**src/rtl/controlador_led.sv**
```systemverilog
// controlador_led: turns one-cycle event pulses into active-low LED blink
// sequences. Each request produces BLINKS on/off cycles; requests arriving
// while a sequence runs are held in a saturating pending counter and replayed
// back-to-back with no idle gap.
//
// Optional build macro: LED_DROP_FLAG_EN adds a registered one-cycle
// `dropped` output that flags requests discarded because the pending counter
// was already full.
//
// state | meaning
// ------+--------------------------------------------------------------
// IDLE  | no sequence running, LED dark, busy low
// ON    | LED lit for ON_CYCLES periods of the current blink
// OFF   | LED dark for OFF_CYCLES periods; after the last blink either
//       | start the next buffered request or return to IDLE
module controlador_led #(
    parameter int ON_CYCLES  = 16,
    parameter int OFF_CYCLES = 16,
    parameter int BLINKS     = 3,
    parameter int QUEUE_MAX  = 7
) (
    input  logic                           clk,
    input  logic                           rst,
    input  logic                           p_in,
    output logic                           led_out,
    output logic                           busy,
`ifdef LED_DROP_FLAG_EN
    output logic                           dropped,
`endif
    output logic [$clog2(QUEUE_MAX+1)-1:0] pending
);

    localparam int PH_MAX = (ON_CYCLES > OFF_CYCLES) ? ON_CYCLES : OFF_CYCLES;
    localparam int PW     = $clog2(PH_MAX + 1);
    localparam int BW     = $clog2(BLINKS + 1);
    localparam int QW     = $clog2(QUEUE_MAX + 1);

    // Phase counter runs down to zero; the terminal count ends the phase.
    localparam logic [PW-1:0] ON_LAST  = PW'(ON_CYCLES - 1);
    localparam logic [PW-1:0] OFF_LAST = PW'(OFF_CYCLES - 1);
    localparam logic [BW-1:0] B_LAST   = BW'(BLINKS - 1);
    localparam logic [QW-1:0] Q_MAX    = QW'(QUEUE_MAX);
    localparam logic [QW-1:0] Q_ONE    = QW'(1);
    localparam logic [PW-1:0] P_ONE    = PW'(1);
    localparam logic [BW-1:0] B_ONE    = BW'(1);

    typedef enum logic [1:0] {
        ST_IDLE = 2'd0,
        ST_ON   = 2'd1,
        ST_OFF  = 2'd2
    } state_t;

    state_t          state, state_next;
    logic [PW-1:0]   phase_cnt, phase_next;
    logic [BW-1:0]   blink_cnt, blink_next;
    logic [QW-1:0]   pending_next;
    logic            led_next, busy_next;
    logic            last_off;

    assign last_off = (state == ST_OFF) && (phase_cnt == '0) && (blink_cnt == B_LAST);

    // State, counters and registered outputs; reset wins over everything.
    always_ff @(posedge clk) begin
        if (rst) begin
            state     <= ST_IDLE;
            phase_cnt <= '0;
            blink_cnt <= '0;
            pending   <= '0;
            led_out   <= 1'b1;
            busy      <= 1'b0;
        end else begin
            state     <= state_next;
            phase_cnt <= phase_next;
            blink_cnt <= blink_next;
            pending   <= pending_next;
            led_out   <= led_next;
            busy      <= busy_next;
        end
    end

    // Next state, phase/blink counters and pending-request bookkeeping.
    always_comb begin
        state_next   = state;
        phase_next   = phase_cnt;
        blink_next   = blink_cnt;
        pending_next = pending;

        case (state)
            ST_IDLE: begin
                if (p_in) begin
                    state_next = ST_ON;
                    phase_next = ON_LAST;
                    blink_next = '0;
                end
            end
            ST_ON: begin
                if (phase_cnt == '0) begin
                    state_next = ST_OFF;
                    phase_next = OFF_LAST;
                end else begin
                    phase_next = phase_cnt - P_ONE;
                end
            end
            ST_OFF: begin
                if (phase_cnt != '0) begin
                    phase_next = phase_cnt - P_ONE;
                end else if (blink_cnt != B_LAST) begin
                    state_next = ST_ON;
                    phase_next = ON_LAST;
                    blink_next = blink_cnt + B_ONE;
                end else if ((pending != '0) || p_in) begin
                    // A request arriving on this very edge is served at once,
                    // exactly as if it had been queued earlier.
                    state_next = ST_ON;
                    phase_next = ON_LAST;
                    blink_next = '0;
                end else begin
                    state_next = ST_IDLE;
                    phase_next = '0;
                    blink_next = '0;
                end
            end
            default: begin
                state_next = ST_IDLE;
                phase_next = '0;
                blink_next = '0;
            end
        endcase

        // While busy, a new request adds one; a dequeue at the end of the last
        // OFF phase removes one. Both at once leave the count unchanged, which
        // also keeps a full queue full while still accepting the new request.
        if (state != ST_IDLE) begin
            if (last_off) begin
                if ((pending != '0) && !p_in) begin
                    pending_next = pending - Q_ONE;
                end
            end else if (p_in && (pending != Q_MAX)) begin
                pending_next = pending + Q_ONE;
            end
        end
    end

    // Output decode from the next state so the pins come straight from flops.
    always_comb begin
        led_next  = (state_next != ST_ON);
        busy_next = (state_next != ST_IDLE);
    end

`ifdef LED_DROP_FLAG_EN
    logic drop_next;

    // A request is lost only when the queue is full and nothing leaves it.
    always_comb begin
        drop_next = (state != ST_IDLE) && p_in && (pending == Q_MAX) && !last_off;
    end

    // One-cycle overflow indication.
    always_ff @(posedge clk) begin
        if (rst) begin
            dropped <= 1'b0;
        end else begin
            dropped <= drop_next;
        end
    end
`endif

endmodule
```
**config.mk**
```make
export PLATFORM = sky130hd
export DESIGN_NAME = controlador_led
export DESIGN_NICKNAME = d
export VERILOG_FILES = /design/src/rtl/controlador_led.sv
export SDC_FILE = /design/constraint.sdc
export NUM_CORES = 1
export LEC_CHECK = 0
export BUFFER_PORTS_ARGS = -buffer_cell sky130_fd_sc_hd__buf_2
export CORE_MARGIN = 5
export CORE_UTILIZATION = 58
export CTS_BUF_LIST = sky130_fd_sc_hd__clkbuf_4 sky130_fd_sc_hd__clkbuf_8
export DETAILED_ROUTE_END_ITERATION = 6
export GPL_ROUTABILITY_DRIVEN = 0
export PLACE_DENSITY = 0.75
export SLEW_MARGIN = 20
export SYNTH_ARGS = -nofsm -noshare
export SYNTH_HDL_FRONTEND = slang
export SYNTH_SLANG_ARGS = --single-unit
export TNS_END_PERCENT = 1
```
**constraint.sdc**
```tcl
create_clock -name clk -period 2.5 [get_ports clk]
set_clock_uncertainty 0.05 [all_clocks]
set_input_delay 0.5 -clock clk [delete_from_list [all_inputs] [get_ports clk]]
set_output_delay 0.5 -clock clk [all_outputs]
set_load 0.05 [all_outputs]
```
==> impl_metrics.prom, run 1 <==
# TYPE chip_impl_metric gauge
chip_impl_metric{name="fp-row-count",unit=""} 14
chip_impl_metric{name="crit_required",unit="ns"} 2.62
chip_impl_metric{name="synth-seq-cells",unit=""} 14
chip_impl_metric{name="drc",unit=""} 0
chip_impl_metric{name="die_area",unit="µm²"} 2430
chip_impl_metric{name="postSynthCellCount",unit=""} 105
chip_impl_metric{name="globalRouteOverflowTotal",unit=""} 0
chip_impl_metric{name="number_of_warnings_issued_by_yosys",unit=""} 0
chip_impl_metric{name="syn-mean-instance-area",unit="µm²"} 8.54
chip_impl_metric{name="postCtsResizedCells",unit=""} 0
chip_impl_metric{name="irDropWorstVdd",unit="mV"} 0.407
chip_impl_metric{name="ctsHtreeMaxLevel",unit=""} 1
chip_impl_metric{name="final_design_area_no_fill",unit="µm²"} 976
chip_impl_metric{name="drive_above_1_share",unit="%"} 18.8
chip_impl_metric{name="setup_viol",unit=""} 0
chip_impl_metric{name="area.growth.synth_to_final",unit="%"} 8.79
chip_impl_metric{name="num_io_pins",unit=""} 8
chip_impl_metric{name="detailed_place_hpwl",unit="µm"} 1390
chip_impl_metric{name="switching_share",unit="%"} 38.0
chip_impl_info{name="rsz0062_at_grt",value="no"} 1
chip_impl_metric{name="detailroute.via_count",unit=""} 823
chip_impl_metric{name="fin_setup_tns",unit="ns"} 0
chip_impl_metric{name="portBuffers",unit=""} 7
chip_impl_metric{name="sequential_cell_area",unit="µm²"} 280
chip_impl_metric{name="synth_async_sr_flop_share",unit="%"} 0
chip_impl_metric{name="synth_nets",unit=""} 110
chip_impl_metric{name="total_switching_power",unit="W"} 0.000267
chip_impl_metric{name="slew_headroom",unit="%"} 73.0
chip_impl_info{name="commonest_cells_after_routing_fill_and_taps_aside",value="sky130_fd_sc_hd__dfxtp_1, sky130_fd_sc_hd__nor2_1, sky130_fd_sc_hd__buf_2"} 1
chip_impl_info{name="sort_of_element_at_the_start_of_the_critical_path",value="flip-flop"} 1
chip_impl_metric{name="power_density",unit="nW/µm²"} 718
chip_impl_metric{name="max_cap_viol",unit=""} 0
chip_impl_metric{name="max_freq",unit="MHz"} 471
chip_impl_info{name="cts.root.buffer_cell",value="sky130_fd_sc_hd__clkbuf_4"} 1
chip_impl_metric{name="die_h",unit="µm"} 49.3
chip_impl_metric{name="clock_insertion_delay_worst_skew",unit="ns"} 0.28
chip_impl_metric{name="slew_violations",unit=""} 0
chip_impl_metric{name="multi_input_area",unit="µm²"} 563
chip_impl_metric{name="synth_cell_area",unit="µm²"} 897
chip_impl_info{name="status",value="finished, final reports clean"} 1
chip_impl_metric{name="grt_pass1_wl",unit="µm"} 3430
chip_impl_metric{name="routed_wirelength",unit="µm"} 1890
chip_impl_info{name="yosys-top-cells-area",value="sky130_fd_sc_hd__dfxtp_1, sky130_fd_sc_hd__nor2_1, sky130_fd_sc_hd__o311ai_4"} 1
chip_impl_metric{name="dpl-instance-area",unit="µm²"} 940
chip_impl_metric{name="floorplan.die.width",unit="µm"} 49.3
chip_impl_info{name="cts_tree",value="built"} 1
chip_impl_metric{name="power.clock.fraction",unit="%"} 23.1
chip_impl_metric{name="finalHoldViolations",unit=""} 0
chip_impl_metric{name="insertedDiodeCount",unit=""} 0
chip_impl_metric{name="number_of_antenna_violations_at_the_first_check_in_global_routing",unit=""} 0
chip_impl_info{name="ys.flop_type",value="sky130_fd_sc_hd__dfxtp_1"} 1
chip_impl_metric{name="crit_arrival",unit="ns"} 2.24
chip_impl_metric{name="path_max_fanout",unit=""} 5
chip_impl_metric{name="clock_edge_transition_at_the_registers_on_the_reported_setup_and_hold_paths",unit="ns"} 0.08
chip_impl_metric{name="viasPerCell",unit=""} 6.43
chip_impl_metric{name="synth_top_cell_area_share",unit="%"} 31.2
chip_impl_metric{name="worst_pin_slew",unit="ns"} 0.399
chip_impl_metric{name="placeableCoreArea",unit="µm²"} 1490
chip_impl_info{name="min-delay-path-class",value="reg -> reg"} 1
chip_impl_metric{name="largest_net_degree_at_the_start_of_global_routing",unit=""} 20
chip_impl_metric{name="cell_internal_pwr",unit="W"} 0.000434
chip_impl_metric{name="starting_drc_count_in_detailed_routing",unit=""} 25
chip_impl_metric{name="post_cts_hold_buffer_count",unit=""} 0
chip_impl_metric{name="fill_cells",unit=""} 136
chip_impl_metric{name="clock_sink_count",unit=""} 14
chip_impl_metric{name="number_of_detailed_route_iterations_in_the_first_pass",unit=""} 4
chip_impl_metric{name="drt-wirelength-per-cell",unit="µm"} 14.7
chip_impl_metric{name="cts_buffer_depth",unit=""} 2
chip_impl_metric{name="power.static_leakage",unit="nW"} 0.378
chip_impl_metric{name="drtAntennaViolNets",unit=""} 0
chip_impl_metric{name="numCtsBuffers",unit=""} 3
chip_impl_info{name="crit_end_element",value="flip-flop"} 1
chip_impl_metric{name="share_of_total_power_in_combinational_logic",unit="%"} 35.2
chip_impl_metric{name="yosys.cell_types.count",unit=""} 49
chip_impl_metric{name="power.share.sequential",unit="%"} 41.7
chip_impl_metric{name="postCtsSetupRepairBufs",unit=""} 0
chip_impl_metric{name="vias_in_the_first_global_route",unit=""} 771
chip_impl_metric{name="synth_sequential_area_ratio",unit="%"} 31.2
chip_impl_info{name="netlist.top_cell.by_area",value="sky130_fd_sc_hd__dfxtp_1"} 1
chip_impl_metric{name="initial_utilization",unit="%"} 60.3
chip_impl_metric{name="timing.final.crit_period",unit="ns"} 2.12
chip_impl_metric{name="grt.total_usage",unit="%"} 17.8
chip_impl_metric{name="final.period_utilization",unit="%"} 85.0
chip_impl_metric{name="final_net_count",unit=""} 118
chip_impl_info{name="leading_cell_type_in_the_layout_fill_and_taps_excluded",value="sky130_fd_sc_hd__dfxtp_1"} 1
chip_impl_metric{name="number_of_synthesized_flops_with_an_enable_pin",unit=""} 0
chip_impl_info{name="type_of_the_setup_path_with_the_least_slack",value="reg -> reg"} 1
[power groups by stage]
stage                     sequential [W]  combinational (W)  clock, W
after floorplan                 0.000324           0.000174         0
after global placement          0.000295           0.000245         0
after detailed placement        0.000297           0.000247         0
after CTS                       0.000292           0.000247  0.000169
after global routing            0.000299           0.000270  0.000186
final                           0.000292           0.000247  0.000162
[path summary, 6_finish.rpt]
path	start	to	slack, ns	depth (start not counted)
worst min register to register	phase_cnt[0]	phase_cnt[0]	0.47	1
worst max-delay path	phase_cnt[0]	pending[2]	0.38	9
worst min-delay path	phase_cnt[0]	phase_cnt[0]	0.47	1
worst max register to register	phase_cnt[0]	pending[2]	0.38	9
[per-stage QoR]
| step | hold WS, ns | setup WS, ns | total power [W] | utilization (%) | std cells |
|---|---|---|---|---|---|
| finish | 0.474 | 0.376 | 0.000701 | 65.5 | 128 |
| global route | 0.511 | 0.147 | 0.000755 | 65.5 | 128 |
| CTS | 0.472 | 0.370 | 0.000708 | 65.5 | 128 |
| detailed placement | 0.459 | 0.379 | 0.000543 | 63.1 | 124 |
| global placement | 0.446 | 0.453 | 0.000539 | 63.1 | 124 |
| floorplan | 0.428 | 0.274 | 0.000498 | - | 105 |
[layout make-up]
cell class / instances / area share [%]
clock buffers: 4 / 3.72
inverters: 5 / 1.92
multi-input cells: 79 / 57.7
flip-flops and latches: 14 / 28.7
well taps: 16 / 2.05
repair buffers: 10 / 5.90
[cell usage after synthesis (2+ instances only)]
library cell,count
sky130_fd_sc_hd__a21oi_1,4
sky130_fd_sc_hd__nor3b_1,3
sky130_fd_sc_hd__o21ai_0,3
sky130_fd_sc_hd__a311oi_1,2
sky130_fd_sc_hd__nand2_1,5
sky130_fd_sc_hd__clkbuf_1,5
sky130_fd_sc_hd__nor2b_1,2
sky130_fd_sc_hd__nand3b_1,2
sky130_fd_sc_hd__o21bai_1,2
sky130_fd_sc_hd__dfxtp_1,14
sky130_fd_sc_hd__nor4_1,2
sky130_fd_sc_hd__nor2_1,10
sky130_fd_sc_hd__nand2b_1,4
sky130_fd_sc_hd__a31oi_1,2
sky130_fd_sc_hd__inv_1,5
sky130_fd_sc_hd__o211ai_1,2
sky130_fd_sc_hd__nor3_1,5
sky130_fd_sc_hd__nand4_1,2
[kinds of logic (layout without fill, tap and decap cells)]
group / count (synthesis) / in the layout / synth area share [%]
buffers and inverters: 12 / 19 / 6.00
XOR/XNOR: 1 / 1 / 0.976
adder cells (fa/ha/maj): 2 / 2 / 3.63
multiplexers: 1 / 1 / 1.67
AO/OA/AOI/OAI: 28 / 28 / 24.8
flip-flops: 14 / 14 / 31.2
AND/OR/NAND/NOR: 47 / 47 / 31.7
[worst max-delay path, stage by stage, from the launching register on]
cell                       delay, ns
sky130_fd_sc_hd__dfxtp_1        0.34
sky130_fd_sc_hd__inv_1          0.06
sky130_fd_sc_hd__ha_1           0.22
sky130_fd_sc_hd__nor4b_2        0.25
sky130_fd_sc_hd__nand2_1        0.16
sky130_fd_sc_hd__fa_1           0.46
sky130_fd_sc_hd__nand2_1        0.10
sky130_fd_sc_hd__nor2_1         0.04
sky130_fd_sc_hd__a211oi_1       0.23
sky130_fd_sc_hd__nand4_1        0.11
[routing by layer]
layer | track usage [%] | part of all wire, % | vias up
met3 | 3.67 | 4.1 | 4
met2 | 27.0 | 47 | 19
li1 | - | - | 409
met1 | 23.7 | 48 | 391
met4 | 8.07 | 1.1 | 0
met5 | 0 | 0 | -
[flip-flops by register name (all words and copies together), names as in the netlist]
| signal | cells |
|---|---|
| busy | 1 |
| pending | 3 |
| led_out | 1 |
| phase_cnt | 5 |
| state | 2 |
| blink_cnt | 2 |
(Power assumes the default switching activity.)
==> inputs of run 2 (changes only) <==
- ABC_AREA: default -> 1
- clock period: 2.5 -> 2.05 ns (I/O delays scaled with it)
==> run 2 against run 1 <==
Synthesized cell count increased by 10%. Core utilization increased by 3.7 points. Critical endpoint unchanged. Clock power increased by 24%. Synthesized area decreased by 9.3%. Sequential share of layout area increased by 2.0 points. Sequential cell count unchanged. First-iteration DRC count decreased by 36%.
==> impl_metrics.prom, run 2 <==
# TYPE chip_impl_metric gauge
chip_impl_info{name="status",value="finished, final reports clean"} 1
chip_impl_metric{name="floorplan.die.width",unit="µm"} 47.4
chip_impl_info{name="cts_tree",value="built"} 1
chip_impl_metric{name="synth_nets",unit=""} 121
chip_impl_info{name="setup.worst_path.end",value="pending[2]"} 1
chip_impl_metric{name="clock_insertion_delay_worst_skew",unit="ns"} 0.28
chip_impl_metric{name="post_synth_and_or_nand_nor_area_fraction",unit="%"} 35.7
chip_impl_info{name="regMostFlops",value="phase_cnt"} 1
chip_impl_info{name="type_of_the_setup_path_with_the_least_slack",value="reg -> reg"} 1
chip_impl_metric{name="largest_register_ff_count",unit=""} 5
chip_impl_info{name="worstReg2RegEnd",value="pending[2]"} 1
chip_impl_metric{name="final_net_count",unit=""} 132
chip_impl_metric{name="die_h",unit="µm"} 47.4
chip_impl_metric{name="placeableCoreArea",unit="µm²"} 1320
chip_impl_info{name="cts.root.buffer_cell",value="sky130_fd_sc_hd__clkbuf_4"} 1
chip_impl_metric{name="portBuffers",unit=""} 7
chip_impl_info{name="yosys-top-cells-area",value="sky130_fd_sc_hd__dfxtp_1, sky130_fd_sc_hd__nand2_1, sky130_fd_sc_hd__inv_1"} 1
chip_impl_metric{name="multi_input_area",unit="µm²"} 459
chip_impl_metric{name="timing.critical_path.buf_inv",unit=""} 2
chip_impl_info{name="cp_common_cell",value="sky130_fd_sc_hd__nand2_1"} 1
chip_impl_metric{name="grt.total_usage",unit="%"} 18.6
chip_impl_metric{name="yosys.cell_types.count",unit=""} 22
chip_impl_metric{name="largest_net_degree_at_the_start_of_global_routing",unit=""} 10
chip_impl_metric{name="worstSetupPathDepth",unit=""} 12
chip_impl_metric{name="synth_async_sr_flop_share",unit="%"} 0
chip_impl_metric{name="path_max_fanout",unit=""} 8
chip_impl_metric{name="cts_buffer_depth",unit=""} 2
chip_impl_metric{name="drt-wirelength-per-cell",unit="µm"} 11.5
chip_impl_metric{name="final_design_area_no_fill",unit="µm²"} 912
chip_impl_metric{name="postSynthCellCount",unit=""} 116
chip_impl_metric{name="worst_pin_slew",unit="ns"} 0.286
chip_impl_metric{name="number_of_warnings_issued_by_yosys",unit=""} 0
chip_impl_metric{name="clock_sink_count",unit=""} 14
chip_impl_info{name="critical-path-slowest-cell",value="sky130_fd_sc_hd__fa_1"} 1
chip_impl_metric{name="number_of_antenna_violations_at_the_first_check_in_global_routing",unit=""} 0
chip_impl_metric{name="slew_violations",unit=""} 0
chip_impl_metric{name="detailed_place_hpwl",unit="µm"} 1260
chip_impl_metric{name="grt_pass1_wl",unit="µm"} 2910
chip_impl_metric{name="synth_compound_area_share",unit="%"} 15.2
chip_impl_metric{name="final_critical_path_setup_slack",unit="ns"} 0.170
chip_impl_info{name="netlist.top_cell.by_area",value="sky130_fd_sc_hd__dfxtp_1"} 1
chip_impl_info{name="ys.flop_type",value="sky130_fd_sc_hd__dfxtp_1"} 1
chip_impl_metric{name="number_of_synthesized_flops_with_an_enable_pin",unit=""} 0
chip_impl_metric{name="setup_viol",unit=""} 0
chip_impl_info{name="launch_point_of_the_worst_path",value="phase_cnt[0]"} 1
chip_impl_metric{name="insertedDiodeCount",unit=""} 0
chip_impl_metric{name="drc",unit=""} 0
chip_impl_metric{name="power_density",unit="nW/µm²"} 868
chip_impl_metric{name="timing.hold.ws",unit="ns"} 0.347
chip_impl_metric{name="initial_utilization",unit="%"} 61.7
chip_impl_metric{name="postCtsResizedCells",unit=""} 0
chip_impl_metric{name="timing.final.crit_period",unit="ns"} 1.88
chip_impl_metric{name="fin_setup_tns",unit="ns"} 0
chip_impl_metric{name="num_io_pins",unit=""} 8
chip_impl_info{name="synth.cells.most_frequent",value="sky130_fd_sc_hd__nand2_1, sky130_fd_sc_hd__inv_1, sky130_fd_sc_hd__dfxtp_1"} 1
chip_impl_metric{name="globalRouteOverflowTotal",unit=""} 0
chip_impl_metric{name="finalHoldViolations",unit=""} 0
chip_impl_metric{name="numCtsBuffers",unit=""} 3
chip_impl_metric{name="fill_cells",unit=""} 107
chip_impl_info{name="largest_delay_contributor_family_on_the_critical_path",value="simple AND/OR/NAND/NOR gates"} 1
chip_impl_metric{name="max_freq",unit="MHz"} 532
chip_impl_metric{name="sequential_cell_area",unit="µm²"} 280
chip_impl_metric{name="post_synth_mux_area_share",unit="%"} 0
chip_impl_info{name="critical_path.cell_chain",value="inv_1 > ha_4 > nand3_4 > nor2_4 > nand2_2 > fa_1 > inv_1 > nand2_1 > nand2_1 > nand3_1 > nand2_1 > nor2_1"} 1
chip_impl_metric{name="synth-seq-cells",unit=""} 14
chip_impl_metric{name="number_of_detailed_route_iterations_in_the_first_pass",unit=""} 4
chip_impl_info{name="leading_cell_type_in_the_layout_fill_and_taps_excluded",value="sky130_fd_sc_hd__nand2_1"} 1
chip_impl_metric{name="drive_above_1_share",unit="%"} 21.4
chip_impl_metric{name="crit_arrival",unit="ns"} 2.01
chip_impl_info{name="min-delay-path-class",value="in -> reg"} 1
chip_impl_metric{name="post_cts_hold_buffer_count",unit=""} 0
chip_impl_metric{name="syn-mean-instance-area",unit="µm²"} 7.01
chip_impl_metric{name="dpl-instance-area",unit="µm²"} 863
chip_impl_metric{name="postCtsSetupRepairBufs",unit=""} 0
chip_impl_metric{name="fp-row-count",unit=""} 13
chip_impl_metric{name="die_area",unit="µm²"} 2250
chip_impl_metric{name="synth_fa_ha_area_share",unit="%"} 4.00
chip_impl_metric{name="detailroute.via_count",unit=""} 743
chip_impl_metric{name="synth_cell_area",unit="µm²"} 813
chip_impl_info{name="synth_most_common_cell",value="sky130_fd_sc_hd__nand2_1"} 1
chip_impl_info{name="crit_end_element",value="flip-flop"} 1
chip_impl_info{name="sort_of_element_at_the_start_of_the_critical_path",value="flip-flop"} 1
chip_impl_metric{name="routed_wirelength",unit="µm"} 1630
chip_impl_metric{name="power.static_leakage",unit="nW"} 0.421
chip_impl_metric{name="synth_top_cell_area_share",unit="%"} 34.5
chip_impl_metric{name="max_cap_viol",unit=""} 0
chip_impl_info{name="rsz0062_at_grt",value="no"} 1
chip_impl_metric{name="slowest_delay",unit="ns"} 0.38
chip_impl_metric{name="drtAntennaViolNets",unit=""} 0
chip_impl_metric{name="synth-xor-area-share",unit="%"} 0
chip_impl_metric{name="viasPerCell",unit=""} 5.27
chip_impl_metric{name="slew_headroom",unit="%"} 80.8
chip_impl_metric{name="final.period_utilization",unit="%"} 91.7
chip_impl_metric{name="place_worst_setup_slack",unit="ns"} 0.132
chip_impl_info{name="largest_family_of_logic_cells_by_synthesized_area",value="simple AND/OR/NAND/NOR gates"} 1
chip_impl_metric{name="area.growth.synth_to_final",unit="%"} 12.2
chip_impl_metric{name="ctsHtreeMaxLevel",unit=""} 1
chip_impl_metric{name="starting_drc_count_in_detailed_routing",unit=""} 16
chip_impl_metric{name="irDropWorstVdd",unit="mV"} 0.551
chip_impl_metric{name="crit_required",unit="ns"} 2.18
chip_impl_info{name="commonest_cells_after_routing_fill_and_taps_aside",value="sky130_fd_sc_hd__nand2_1, sky130_fd_sc_hd__inv_1, sky130_fd_sc_hd__dfxtp_1"} 1
chip_impl_metric{name="r2r_cells",unit=""} 12
chip_impl_metric{name="clock_edge_transition_at_the_registers_on_the_reported_setup_and_hold_paths",unit="ns"} 0.09
chip_impl_metric{name="synth_sequential_area_ratio",unit="%"} 34.5
chip_impl_metric{name="vias_in_the_first_global_route",unit=""} 690
chip_impl_metric{name="reg2reg_setup_slack",unit="ns"} 0.17
chip_impl_info{name="worst_r2r_startpoint",value="phase_cnt[0]"} 1
chip_impl_info{name="largest_registers",value="phase_cnt (5), pending (3)"} 1
-- run 2: cell families after synthesis --
logic type,count (synthesis)
AND/OR/NAND/NOR,54
buffers and inverters,23
AO/OA/AOI/OAI,23
adder cells (fa/ha/maj),2
flip-flops,14
-- run 2: how the worst min path moves through the flow --
stage	from	cells past startpoint	slack, ns	endpoint
CTS	rst	2	0.34	pending[0]
global route	rst	2	0.37	pending[0]
finish	rst	2	0.35	pending[0]
floorplan	blink_cnt[0]	2	0.42	blink_cnt[1]
global placement	blink_cnt[0]	2	0.44	blink_cnt[1]
detailed placement	blink_cnt[0]	2	0.44	blink_cnt[1]
-- run 2: per-layer routing --
layer | vias to the layer above | track usage (%) | part of all wire (%) | wire (µm)
met5 | - | 0 | 0 | 0
met3 | 2 | 4.51 | 3.0 | 49
met1 | 341 | 22.9 | 48 | 780
met2 | 12 | 29.4 | 48 | 773
met4 | 0 | 10.5 | 1.4 | 23
li1 | 388 | - | - | -
-- run 2: per-stage QoR --
step | cells | utilization [%] | power (W)
5_1_grt | 141 | 69.2 | 0.000846
3_5_place_dp | 137 | 65.5 | 0.000587
4_1_cts | 141 | 68.3 | 0.000788
6_report | 141 | 69.2 | 0.000792
3_3_place_gp | 137 | 65.5 | 0.000578
2_1_floorplan | 116 | - | 0.000539
-- run 2: area by class of cell --
type	count	share of cell area, %
clock buffers	4	3.98
flip-flops and latches	14	30.7
repair buffers	7	3.84
well taps	15	2.06
multi-input cells	79	50.3
inverters	22	9.05
-- run 2: power breakdown --
| part | internal, W | total [W] | switching (W) |
|---|---|---|---|
| Clock | 0.000108 | 0.000201 | 0.0000929 |
| Sequential | 0.000305 | 0.000332 | 0.0000278 |
| Combinational | 0.0000860 | 0.000259 | 0.000173 |
